**config.mk**
```make
export PLATFORM = sky130hd
export DESIGN_NAME = id_ex_stage
export DESIGN_NICKNAME = d
export VERILOG_FILES = /design/src/rtl/id_ex_stage_pkg.sv /design/src/rtl/id_ex_stage_lu_hazard.sv /design/src/rtl/id_ex_stage.sv
export SDC_FILE = /design/constraint.sdc
export NUM_CORES = 1
export LEC_CHECK = 0
export BUFFER_PORTS_ARGS = -buffer_cell sky130_fd_sc_hd__buf_2
export CAP_MARGIN = 40
export CELL_PAD_IN_SITES_DETAIL_PLACEMENT = 1
export CELL_PAD_IN_SITES_GLOBAL_PLACEMENT = 2
export CORE_AREA = 4 4 144 105
export CTS_BUF_LIST = sky130_fd_sc_hd__clkbuf_16
export DETAILED_ROUTE_END_ITERATION = 16
export DIE_AREA = 0 0 148 109
export PLACE_DENSITY = 0.75
export SLEW_MARGIN = 0
export SYNTH_ARGS = -nofsm -noshare
export SYNTH_HDL_FRONTEND = slang
export SYNTH_SLANG_ARGS = --single-unit
```
**constraint.sdc**
```tcl
create_clock -name clk -period 1.95 [get_ports clk]
set_clock_uncertainty 0.15 [all_clocks]
set_input_delay 0.2925 -clock clk [delete_from_list [all_inputs] [get_ports clk]]
set_output_delay 0.2925 -clock clk [all_outputs]
set_load 0.02 [all_outputs]
```
**src/rtl/id_ex_stage_pkg.sv**
```systemverilog
// Shared widths, FSM state encoding and helpers for the ID/EX pipeline stage.
// The optional load-use bubble counter is enabled with the STALL_CNT_EN macro.
package id_ex_stage_pkg;

  localparam int DSIZE_DEF  = 16;
  localparam int ASIZE_DEF  = 4;
  localparam int OPSIZE_DEF = 4;

  typedef enum logic [1:0] {
    ST_EMPTY  = 2'd0,
    ST_FULL   = 2'd1,
    ST_BUBBLE = 2'd2
  } state_t;

  // Saturating increment so the bubble counter sticks at all-ones.
  function automatic logic [15:0] sat_inc16(input logic [15:0] value);
    return (value == 16'hFFFF) ? value : value + 16'd1;
  endfunction

endpackage

```
**src/rtl/id_ex_stage_lu_hazard.sv**
```systemverilog
// Load-use hazard compare: a held load whose rd feeds a source of the decoding instruction.
// Register 0 is hardwired to zero and never creates a dependency.
module lu_hazard_detect
  import id_ex_stage_pkg::*;
#(
  parameter int ASIZE = ASIZE_DEF
) (
  input  logic             ex_valid,
  input  logic             ex_memrd,
  input  logic [ASIZE-1:0] ex_rd,
  input  logic             id_valid,
  input  logic [ASIZE-1:0] id_rs1,
  input  logic [ASIZE-1:0] id_rs2,
  output logic             lu_hazard
);

  assign lu_hazard = ex_valid & ex_memrd & (ex_rd != '0) & id_valid &
                     ((ex_rd == id_rs1) | (ex_rd == id_rs2));

endmodule

```
**src/rtl/id_ex_stage.sv**
```systemverilog
// ID/EX pipeline register with valid/ready handshake, load-use bubble, flush and WB operand patching.
// Define STALL_CNT_EN to build the saturating load-use bubble counter on stall_cnt.
module id_ex_stage
  import id_ex_stage_pkg::*;
#(
  parameter int DSIZE  = DSIZE_DEF,
  parameter int ASIZE  = ASIZE_DEF,
  parameter int OPSIZE = OPSIZE_DEF
) (
  input  logic              clk,
  input  logic              rst,
  input  logic              id_valid,
  output logic              id_ready,
  input  logic [OPSIZE-1:0] id_op,
  input  logic [ASIZE-1:0]  id_rs1,
  input  logic [ASIZE-1:0]  id_rs2,
  input  logic [ASIZE-1:0]  id_rd,
  input  logic [DSIZE-1:0]  id_rdata1,
  input  logic [DSIZE-1:0]  id_rdata2,
  input  logic [DSIZE-1:0]  id_imm,
  input  logic              id_wen,
  input  logic              id_memrd,
  input  logic              flush,
  input  logic              wb_wen,
  input  logic [ASIZE-1:0]  wb_waddr,
  input  logic [DSIZE-1:0]  wb_wdata,
  input  logic              ex_ready,
  output logic              ex_valid,
  output logic [OPSIZE-1:0] ex_op,
  output logic [ASIZE-1:0]  ex_rs1,
  output logic [ASIZE-1:0]  ex_rs2,
  output logic [ASIZE-1:0]  ex_rd,
  output logic [DSIZE-1:0]  ex_rdata1,
  output logic [DSIZE-1:0]  ex_rdata2,
  output logic [DSIZE-1:0]  ex_imm,
  output logic              ex_wen,
  output logic              ex_memrd,
  output logic [15:0]       stall_cnt
);

  state_t state;
  logic   lu_hazard;
  logic   hold;
  logic   patch1;
  logic   patch2;

  lu_hazard_detect #(.ASIZE(ASIZE)) u_lu_hazard (
    .ex_valid  (ex_valid),
    .ex_memrd  (ex_memrd),
    .ex_rd     (ex_rd),
    .id_valid  (id_valid),
    .id_rs1    (id_rs1),
    .id_rs2    (id_rs2),
    .lu_hazard (lu_hazard)
  );

  assign id_ready = rst & ~flush & ~lu_hazard & (~ex_valid | ex_ready);
  assign hold     = (state == ST_FULL) & ~ex_ready;

  // A held instruction read its operands before the WB write landed; refresh them here.
  assign patch1 = wb_wen & (wb_waddr != '0) & (wb_waddr == ex_rs1);
  assign patch2 = wb_wen & (wb_waddr != '0) & (wb_waddr == ex_rs2);

  always_ff @(posedge clk or negedge rst) begin
    if (!rst) begin
      state     <= ST_EMPTY;
      ex_valid  <= 1'b0;
      ex_op     <= '0;
      ex_rs1    <= '0;
      ex_rs2    <= '0;
      ex_rd     <= '0;
      ex_rdata1 <= '0;
      ex_rdata2 <= '0;
      ex_imm    <= '0;
      ex_wen    <= 1'b0;
      ex_memrd  <= 1'b0;
    end else if (flush) begin
      state    <= ST_EMPTY;
      ex_valid <= 1'b0;
      ex_wen   <= 1'b0;
      ex_memrd <= 1'b0;
    end else if (hold) begin
      if (patch1) ex_rdata1 <= wb_wdata;
      if (patch2) ex_rdata2 <= wb_wdata;
    end else if (lu_hazard) begin
      state    <= ST_BUBBLE;
      ex_valid <= 1'b0;
      ex_wen   <= 1'b0;
      ex_memrd <= 1'b0;
    end else if (id_valid && id_ready) begin
      state     <= ST_FULL;
      ex_valid  <= 1'b1;
      ex_op     <= id_op;
      ex_rs1    <= id_rs1;
      ex_rs2    <= id_rs2;
      ex_rd     <= id_rd;
      ex_rdata1 <= id_rdata1;
      ex_rdata2 <= id_rdata2;
      ex_imm    <= id_imm;
      ex_wen    <= id_wen;
      ex_memrd  <= id_memrd;
    end else begin
      state    <= ST_EMPTY;
      ex_valid <= 1'b0;
      ex_wen   <= 1'b0;
      ex_memrd <= 1'b0;
    end
  end

`ifdef STALL_CNT_EN
  logic        enter_bubble;
  logic [15:0] stall_q;

  assign enter_bubble = ~flush & ~hold & lu_hazard;

  always_ff @(posedge clk or negedge rst) begin
    if (!rst) begin
      stall_q <= '0;
    end else if (enter_bubble) begin
      stall_q <= sat_inc16(stall_q);
    end
  end

  assign stall_cnt = stall_q;
`else
  assign stall_cnt = 16'h0000;
`endif

endmodule

```
==> run summary <==
Status
* **status** finished, violations left
* **failing checks** negative setup slack

Worst hold path
* **class of the most critical hold timing path** in -> reg
* **cell depth of the worst min-delay path** 2
* **beginning of the worst hold path** id_imm[2]
* **WHS Endpoint** ex_imm[2]

Layout
* **number of nets at the end of the flow** 563
* **growth of design area from synthesis to finish** 50.9%
* **area occupied by multi-input gates** 1500 um^2
* **area taken by flip-flops and latches** 1710 um^2
* **cell area after layout** 4880 um^2
* **share of layout cells above drive strength 1** 61.1%
* **Fillers** 1612
* **antenna diode count** 0
* **post-route core utilization** 35.7%

STA
* **setup repair after global routing missed its margin** yes
* **Final Hold Viols** 0
* **number of max-slew violations in the final report** 0
* **post-route setup slack** -0.273 ns
* **top achievable clock speed** 450 MHz
* **final setup vio count** 67
* **Post-Route Setup TNS** -10.53 ns
* **time the final worst path needs with I/O delays and setup** 2.22 ns
* **period utilization** 114%

Floorplanning
* **core area** 13700 um^2
* **horizontal die dimension** 148 um
* **area of the die** 16100 um^2
* **total I/O pin count** 176
* **overall die height** 109 um
* **floorplan row count** 36
* **effective utilization at floorplan** 23.6%

Synth
* **synthesized netlist cell count** 278
* **combined area of all synthesized cells** 3240 um^2
* **post-synth top area share** 52.6%
* **mean instance size in the synthesized netlist** 11.6 um^2
* **prevailing post-synth register cell** sky130_fd_sc_hd__dfrtp_1
* **share of the yosys chip area belonging to registers** 52.6%
* **most area-consuming cells after synthesis** sky130_fd_sc_hd__dfrtp_1, sky130_fd_sc_hd__mux2_2, sky130_fd_sc_hd__nand2_1, sky130_fd_sc_hd__buf_4, sky130_fd_sc_hd__xnor2_1
* **number of enable-type register cells in the synthesized netlist** 0
* **share of flip-flops with an asynchronous set or reset after synthesis** 100%
* **distinct cell type count after synthesis** 26
* **cell accounting for the most synthesized area** sky130_fd_sc_hd__dfrtp_1
* **FF+latch count, synth** 68
* **warning count from the yosys run** 0

Global route
* **GRT Resource Usage Total** 12.5%
* **global-route congestion overflow total** 0
* **largest net degree at the start of global routing** 36
* **number of global-route vias before repair** 2956
* **wire length of the first global-routing pass** 15700 um
* **number of antenna violations at the first check in global routing** 0

Detailed routing
* **DRC marker count from the first detailed-route iteration** 66
* **via-per-instance ratio** 4.06
* **Routed WL per cell** 14.9 um
* **Routed Antenna Nets** 0
* **number of vias in the routed layout** 2701
* **Pre-Repair DR Iteration Count** 3
* **remaining design rule violation count** 0
* **total wire length after detailed routing** 9920 um

Power and ir drop
* **Power Density** 1050 nW/um^2
* **maximum VDD drop** 0.398 mV
* **total power consumption of the routed design** 5.11 mW
* **Leakage Power** 2.48 nW

Placed design
* **final estimated routing congestion in global placement** 0.842
* **count of input and output buffers** 159
* **DP HPWL** 7860 um
* **area after detailed placement** 4420 um^2

Setup path
* **terminus of the critical flop-to-flop path** ex_imm[1]
* **Required @ worst endpoint** 1.51 ns
* **CP Data Arrival Time** 1.78 ns
* **setup slack, reg-to-reg** -0.22 ns
* **slowest CP cell** sky130_fd_sc_hd__dfrtp_2
* **largest fanout on the critical path** 4
* **CP endpoint kind** output pin
* **cells traversed along the worst timing path** xnor2_2 -> nand4_1 -> a211oi_4 -> and4bb_2 -> buf_6
* **worst-case reg-to-reg path depth** 7
* **start of the worst register-to-register path** ex_rd[0]
* **Critical path buffers and inverters** 1
* **CP Launch Type** flip-flop
* **cell family with the largest share of critical-path delay** flip-flops
* **Worst path max stage delay** 0.46 ns
* **type of the setup path with the least slack** reg -> out

Clocking
* **clock tree from TritonCTS** done
* **clk_lat worst skew** 0.33 ns
* **clock sink count** 68
* **worst-case clock buffer depth** 2
* **CTS root buffer** sky130_fd_sc_hd__clkbuf_16
* **number of CTS-inserted buffers** 9
* **H-tree Lvls** 3
* **clock transition at the registers of the reported paths** 0.06 ns

Job
* **Max-Cap Viols** 0

-- synth_stat cells (all sizes together), types with 2 or more instances --
library cell / number
nand2: 80
dfrtp: 68
mux2: 64
buf: 22
xnor2: 8
xor2: 8
clkbuf: 4
nand4: 4
nor2: 3
nor4: 3
a22o: 2
o21ai: 2
-- timing repair --
item	CTS	global route
endpoints found under the setup margin	67	67
pin swaps	9	4
hold endpoints to repair	33	0
hold buffers	1	0
gates resized for setup	7	9
buffers inserted	4	1
-- power breakdown --
group,total (mW),internal [mW],switching [mW]
registers,1.90,1.71,0.192
clock network,1.73,1.11,0.613
logic,1.49,0.676,0.811
total,5.11,3.50,1.62
-- per-layer routing --
metal  vias up  global-route usage [%]  part of all wire (%)
li1       1293                       -                     -
met1      1305                    16.4                    45
met2        94                    19.5                    46
met3         9                    4.57                   7.9
met4         0                    3.36                  0.99
met5         -                       0                     0
-- flip-flops by register name (all words and copies together) (netlist names) --
name / cells
ex_imm: 16
ex_rdata1: 16
ex_rdata2: 16
ex_op: 4
ex_rd: 4
ex_rs1: 4
ex_rs2: 4
state: 2
ex_memrd: 1
ex_wen: 1
-- logic make-up after synthesis --
group	count (synthesis)	share of synthesized area [%]
flops	68	52.6
compound gates	6	1.89
other cells	1	0.116
xor+xnor	16	4.33
mux	64	22.4
buf+inv	26	5.84
simple gates	97	12.9
-- per-stage QoR --
stage | hold WS (ns) | instances | setup slack (ns)
floorplan | -0.153 | 293 | -0.103
global placement | 0.333 | 643 | -0.163
detailed placement | 0.249 | 644 | -0.261
CTS | 0.0217 | 665 | -0.296
global route | 0.0235 | 666 | -0.381
finish | 0.0448 | 666 | -0.273
-- placed cells by master (no fill, tap or decap), types with 2 or more instances in the layout --
cell type,Yosys,routed
sky130_fd_sc_hd__nor2_4,0,2
sky130_fd_sc_hd__buf_2,1,157
sky130_fd_sc_hd__mux2_4,1,4
sky130_fd_sc_hd__mux2_2,63,60
sky130_fd_sc_hd__nand4_1,4,4
sky130_fd_sc_hd__conb_1,1,16
sky130_fd_sc_hd__xnor2_1,8,2
sky130_fd_sc_hd__clkinvlp_4,0,2
sky130_fd_sc_hd__clkbuf_16,0,9
sky130_fd_sc_hd__xor2_1,8,8
sky130_fd_sc_hd__dfrtp_2,0,5
sky130_fd_sc_hd__a22o_1,2,2
sky130_fd_sc_hd__nand2_1,80,80
sky130_fd_sc_hd__buf_12,0,4
sky130_fd_sc_hd__clkinv_1,0,2
sky130_fd_sc_hd__xnor2_2,0,6
sky130_fd_sc_hd__dfrtp_1,68,63
sky130_fd_sc_hd__bufinv_16,0,2
sky130_fd_sc_hd__buf_4,18,29
-- final cells by class --
type                       count  area share, %
clock inverter                 7           1.87
sequential                    68           35.0
tap                          190           4.87
multi-input combinational    199           30.8
timing repair buffer         193           22.9
clock buffer                   9           4.61
-- worst max-delay path by stage --
stage | slack [ns] | depth (start not counted) | from | endpoint
finish | -0.27 | 5 | ex_rd[2] | id_ready
global route | -0.38 | 5 | ex_rd[0] | id_ready
CTS | -0.30 | 7 | ex_rd[0] | ex_rdata1[2]
detailed placement | -0.26 | 4 | ex_rd[0] | ex_rdata2[13]
global placement | -0.16 | 7 | ex_rd[2] | ex_rdata1[11]
floorplan | -0.10 | 5 | ex_rd[0] | ex_rd[0]
No activity file was read; power rests on OpenSTA's default activity.
